File: src/rtl/cpu_ctrl_pkg.sv
// Execution-control state encodings shared by the clock controller
// and the PDU display logic.
package cpu_ctrl_pkg;

    localparam int STATE_W = 2;

    typedef enum logic [STATE_W-1:0] {
        IDLE  = 2'd0,
        RUN   = 2'd1,
        STEP  = 2'd2,
        BREAK = 2'd3
    } state_t;

endpackage

File: src/rtl/btn_debounce.sv
// Button conditioner: 2-FF synchroniser, stability counter and
// one-cycle pulse on each accepted rising level.
module btn_debounce #(
    parameter int DB_CNT = 16
) (
    input  logic clk,
    input  logic rst,
    input  logic btn,
    output logic pulse
);

    localparam int CW = (DB_CNT > 1) ? $clog2(DB_CNT + 1) : 1;

    logic          s1;
    logic          s2;
    logic          level;
    logic          level_d;
    logic [CW-1:0] cnt;

    always_ff @(posedge clk or posedge rst) begin
        if (rst) begin
            s1      <= 1'b0;
            s2      <= 1'b0;
            level   <= 1'b0;
            level_d <= 1'b0;
            pulse   <= 1'b0;
            cnt     <= '0;
        end else begin
            s1      <= btn;
            s2      <= s1;
            level_d <= level;
            pulse   <= level & ~level_d;
            // any sample agreeing with the current level restarts the count
            if (s2 == level) begin
                cnt <= '0;
            end else if (cnt == CW'(DB_CNT - 1)) begin
                level <= s2;
                cnt   <= '0;
            end else begin
                cnt <= cnt + 1'b1;
            end
        end
    end

endmodule

File: src/rtl/cpu_clk_ctrl.sv
// CPU clock-enable generator with run, burst-step and PC breakpoint
// control on top of a divided tick.
module cpu_clk_ctrl
    import cpu_ctrl_pkg::*;
#(
    parameter int DIV     = 4,
    parameter int DB_CNT  = 16,
    parameter int PC_W    = 32,
    parameter int BURST_W = 8
) (
    input  logic               clk,
    input  logic               rst,
    input  logic               run,
    input  logic               step,
    input  logic [BURST_W-1:0] burst_n,
    input  logic               bp_en,
    input  logic [PC_W-1:0]    bp_pc,
    input  logic [PC_W-1:0]    pc,
    output logic               tick,
    output logic               cpu_en,
    output logic               halted,
    output logic [STATE_W-1:0] state
);

    localparam int DCW = (DIV > 1) ? $clog2(DIV) : 1;

    logic [DCW-1:0]     div_cnt;
    logic               run_s1;
    logic               run_s2;
    logic               step_pulse;
    logic               armed;
    logic               bp_hit;
    logic [BURST_W-1:0] remain;
    logic [BURST_W-1:0] burst_ld;
    state_t             st;

    always_ff @(posedge clk or posedge rst) begin
        if (rst) begin
            div_cnt <= '0;
            tick    <= 1'b0;
        end else begin
            tick    <= (div_cnt == DCW'(DIV - 1));
            div_cnt <= (div_cnt == DCW'(DIV - 1)) ? '0 : div_cnt + 1'b1;
        end
    end

    always_ff @(posedge clk or posedge rst) begin
        if (rst) begin
            run_s1 <= 1'b0;
            run_s2 <= 1'b0;
        end else begin
            run_s1 <= run;
            run_s2 <= run_s1;
        end
    end

    btn_debounce #(
        .DB_CNT(DB_CNT)
    ) u_step_db (
        .clk  (clk),
        .rst  (rst),
        .btn  (step),
        .pulse(step_pulse)
    );

    assign bp_hit   = bp_en && armed && (pc == bp_pc) && tick;
    assign cpu_en   = tick && (st == RUN || st == STEP) && !bp_hit;
    assign halted   = (st == BREAK);
    assign state    = st;
    assign burst_ld = (burst_n == '0) ? BURST_W'(1) : burst_n;

    always_ff @(posedge clk or posedge rst) begin
        if (rst) begin
            st     <= IDLE;
            remain <= '0;
            armed  <= 1'b1;
        end else begin
            // re-arm once the stopped instruction has been let through
            if (cpu_en) begin
                armed <= 1'b1;
            end
            unique case (st)
                IDLE: begin
                    if (run_s2) begin
                        st <= RUN;
                    end else if (step_pulse) begin
                        st     <= STEP;
                        remain <= burst_ld;
                    end
                end
                RUN: begin
                    if (!run_s2) begin
                        st <= IDLE;
                    end else if (bp_hit) begin
                        st    <= BREAK;
                        armed <= 1'b0;
                    end
                end
                STEP: begin
                    if (bp_hit) begin
                        st     <= BREAK;
                        armed  <= 1'b0;
                        remain <= '0;
                    end else if (cpu_en) begin
                        remain <= remain - 1'b1;
                        if (remain == BURST_W'(1)) begin
                            st <= IDLE;
                        end
                    end
                end
                BREAK: begin
                    if (step_pulse) begin
                        st     <= STEP;
                        remain <= burst_ld;
                    end else if (!run_s2) begin
                        st <= IDLE;
                    end
                end
                default: st <= IDLE;
            endcase
        end
    end

endmodule

File: config.mk
export PLATFORM = sky130hd
export DESIGN_NAME = cpu_clk_ctrl
export DESIGN_NICKNAME = d
export VERILOG_FILES = /design/src/rtl/cpu_ctrl_pkg.sv /design/src/rtl/btn_debounce.sv /design/src/rtl/cpu_clk_ctrl.sv
export SDC_FILE = /design/constraint.sdc
export NUM_CORES = 1
export LEC_CHECK = 0
export ABC_CLOCK_PERIOD_IN_PS = 2500
export BUFFER_PORTS_ARGS = -buffer_cell sky130_fd_sc_hd__buf_4
export CAP_MARGIN = 40
export CORE_UTILIZATION = 45
export CTS_CLUSTER_SIZE = 8
export DETAILED_ROUTE_END_ITERATION = 6
export GPL_TIMING_DRIVEN = 0
export PLACE_DENSITY = 0.77
export SLEW_MARGIN = 5
export SYNTH_ARGS = -nofsm -noshare
export SYNTH_HDL_FRONTEND = slang
export SYNTH_HIERARCHICAL = 1
export SYNTH_SLANG_ARGS = --single-unit
File: constraint.sdc
create_clock -name clk -period 2.5 [get_ports clk]
set_clock_uncertainty 0.2 [all_clocks]
set_input_delay 0.25 -clock clk [delete_from_list [all_inputs] [get_ports clk]]
set_output_delay 0.25 -clock clk [all_outputs]
set_load 0.01 [all_outputs]
==> flow_metrics.env <==
export IMPL_postCtsSetupBuffers=0
export IMPL_antenna_found_initial=0
export IMPL_synth_xor_area_share_pct=16.9
export IMPL_synth_edff_count=0
export IMPL_synth_fa_ha_area_share_pct=6.22
export IMPL_outcome="finished clean"
export IMPL_wl_per_cell_microns=12.9
export IMPL_routed_via_density=5.12
export IMPL_seq_area_sq_um=652
export IMPL_slew_viol_final=0
export IMPL_io_buffers=81
export IMPL_dp_hpwl_microns=3500
export IMPL_n_antenna_cell=0
export IMPL_yosys_area_top_type="dfrtp_1"
export IMPL_fmax_mhz=450
export IMPL_grt_max_degree=17
export IMPL_ir_drop_mv=0.512
export IMPL_postSynthAreaPerCell_sq_um=9.59
export IMPL_die_area_sq_mm=0.00428
export IMPL_syn2layout_area_growth_pct=42.5
export IMPL_layout_nets=364
export IMPL_yosys_warnings=6
export IMPL_grt_pass1_vias=1644
export IMPL_place_inst=318
export IMPL_p_per_area_mw_per_mm2=709
export IMPL_coreArea_sq_mm=0.00377
export IMPL_async_flop_share_pct=100
export IMPL_synth_compound_area_share_pct=15.3
export IMPL_cts_sinks=26
export IMPL_synth_top_family_by_area="simple AND/OR/NAND/NOR gates"
export IMPL_synth_ff_latch_count=26
export IMPL_grt_pass1_wl_microns=7130
export IMPL_ioPinCount=82
export IMPL_fillers=297
export IMPL_crit_arrival_ps=2190
export IMPL_insertion_delay_ps=270
export IMPL_fin_setup_tns_ps=0
export IMPL_hp_class="in -> reg"
export IMPL_drt_iter0_drc=130
export IMPL_synth_fp_nets=275
export IMPL_syn_area_sq_mm=0.00181
export IMPL_worstSetupPathType="reg -> reg"
export IMPL_rows=22
export IMPL_fin_cells=325
export IMPL_yosys_area_share_simple_pct=18.8
export IMPL_required_ps=2470
export IMPL_post_route_period_util_pct=89.0
export IMPL_synth_top_cells_by_area="dfrtp_1 35%, xnor2_1 14%, ha_1 6.2%"
export IMPL_clkTransAtPathRegs_ps=90
export IMPL_cts_buffers_inserted=3
export IMPL_cap_viol_max_count=0
export IMPL_dr_pass1_iters=4
export IMPL_track_usage_pct=21.3
export IMPL_cp_end_kind="flop"
export IMPL_netlist_instances=189
export IMPL_vias=1664
export IMPL_multiInputGateArea_sq_mm=0.00107
export IMPL_overflow=0
export IMPL_crit_fanout=10
export IMPL_htree_levels=1
export IMPL_die_x_microns=65.5
export IMPL_tritoncts="built"
export IMPL_final_design_area_no_fill_sq_mm=0.00258
export IMPL_slew_limit_headroom_pct=59.8
export IMPL_rsz0062_at_grt="no"
export IMPL_ant_nets=0
export IMPL_drc=0
export IMPL_routabilityCongestion=0.872
export IMPL_place_area_sq_mm=0.00248
export IMPL_worst_pin_slew_ps=602
export IMPL_synth_top_area_share_pct=34.5
export IMPL_min_period_ps=2220
export IMPL_leakage_nw=1.21
export IMPL_hold_viol=0
export IMPL_crit_path_start_kind="flop"
export IMPL_synth_seq_area_share_pct=36.0
export IMPL_max_clock_path_buffers=2
export IMPL_total_power_mw=1.83
export IMPL_clock_root_buffer="clkbuf_8"
export IMPL_yosysUniqueCellTypes=44
export IMPL_initial_core_util_pct=48.0
export IMPL_layout_drive_gt1_share_pct=35.4
export IMPL_routed_wl_microns=4180
export IMPL_synth_main_ff_cell="dfrtp_1"
export IMPL_setup_violations=0
export IMPL_die_h_microns=65.5
export IMPL_synthMuxAreaShare_pct=1.73
==> synth_stat cells (all sizes together), types with 2 or more instances <==
| master | instances |
|---|---|
| mux2i | 2 |
| clkbuf | 2 |
| nor3 | 8 |
| dfrtp | 25 |
| o21ai | 15 |
| nand3 | 4 |
| nand4 | 9 |
| nor4 | 3 |
| nor2 | 15 |
| xor2 | 7 |
| ha | 9 |
| a22o | 6 |
| a21oi | 9 |
| inv | 14 |
| buf | 2 |
| nor2b | 2 |
| nand2 | 8 |
| o32ai | 3 |
| and3 | 3 |
| and2 | 2 |
| xnor2 | 28 |
| o2bb2ai | 2 |
==> cell type report <==
type	count	area share [%]
Multi-Input combinational cell	145	41.4
Sequential cell	26	25.3
Timing Repair Buffer	84	24.7
Tap cell	48	2.33
Inverter	14	2.04
Clock buffer	3	1.60
Buffer	4	1.50
Clock inverter	1	1.16
==> cells in the final DEF, fill, tap and decap left out, types with 7 or more instances in the layout <==
| master | Yosys | layout |
|---|---|---|
| inv_1 | 14 | 14 |
| buf_4 | 0 | 81 |
| nor2_1 | 14 | 14 |
| xor2_1 | 7 | 7 |
| nand4_1 | 8 | 8 |
| xnor2_1 | 28 | 28 |
| a21oi_1 | 8 | 8 |
| nand2_1 | 7 | 7 |
| dfrtp_1 | 25 | 25 |
| ha_1 | 9 | 9 |
| o21ai_1 | 7 | 7 |
==> worst max-delay path: stages, from the launching register on <==
cell      delay [ps]
dfrtp_1          440
inv_1            120
ha_1             170
clkbuf_1         400
nand2_1          170
o21ai_4          270
o21ai_1          100
a22o_1           240
==> path summary, 6_finish.rpt <==
path / to / startpoint / slack (ps) / cells after the start
worst max-delay path: remain[2] / state[0] / 280 / 7
worst min-delay path: remain[1] / burst_n[1] / 100 / 3
worst max register to register: remain[2] / state[0] / 280 / 7
worst min register to register: u_step_db/s2 / u_step_db/s1 / 160 / 0
max in group asynchronous: remain[1] / rst / 1300 / 3
min in group asynchronous: u_step_db/cnt[2] / rst / 300 / 3
==> per-stage QoR <==
step,setup WS [ps],util (%),hold WS (ps)
detailed placement,256,65.8,56.1
floorplan,504,-,-110
global placement,259,65.8,52.6
finish,276,68.4,98.5
CTS,252,68.4,100
global route,71.0,68.4,122
==> kinds of logic after synthesis <==
| family | after synthesis |
|---|---|
| xor+xnor | 35 |
| flops | 26 |
| buf+inv | 18 |
| fa+ha+maj | 9 |
| compound gates | 40 |
| mux | 3 |
| simple gates | 58 |
==> sequential cells by signal (all words and copies together), names as in the netlist, 2 cells and up <==
name	count
state	2
div_cnt	2
remain	8
u_step_db/cnt	5
==> metal layers <==
metal / vias to the layer above / global-route usage [%] / share of wire, %
met5: - / 0 / 0
met4: 0 / 2.45 / 0.45
met3: 4 / 3.47 / 3.1
met2: 32 / 41.5 / 56
met1: 790 / 24.5 / 41
li1: 838 / - / -
==> report_power, final <==
group	switching (mW)	internal, mW
sequential	0.103	0.521
clock	0.133	0.214
combinational	0.437	0.420
==> repair_timing <==
item                                    CTS  global route
endpoints found under the hold margin    27             0
endpoints found under the setup margin    0             0
hold buffers                              3             0
resized for setup                         0             0
No activity file was read; power rests on OpenSTA's default activity.
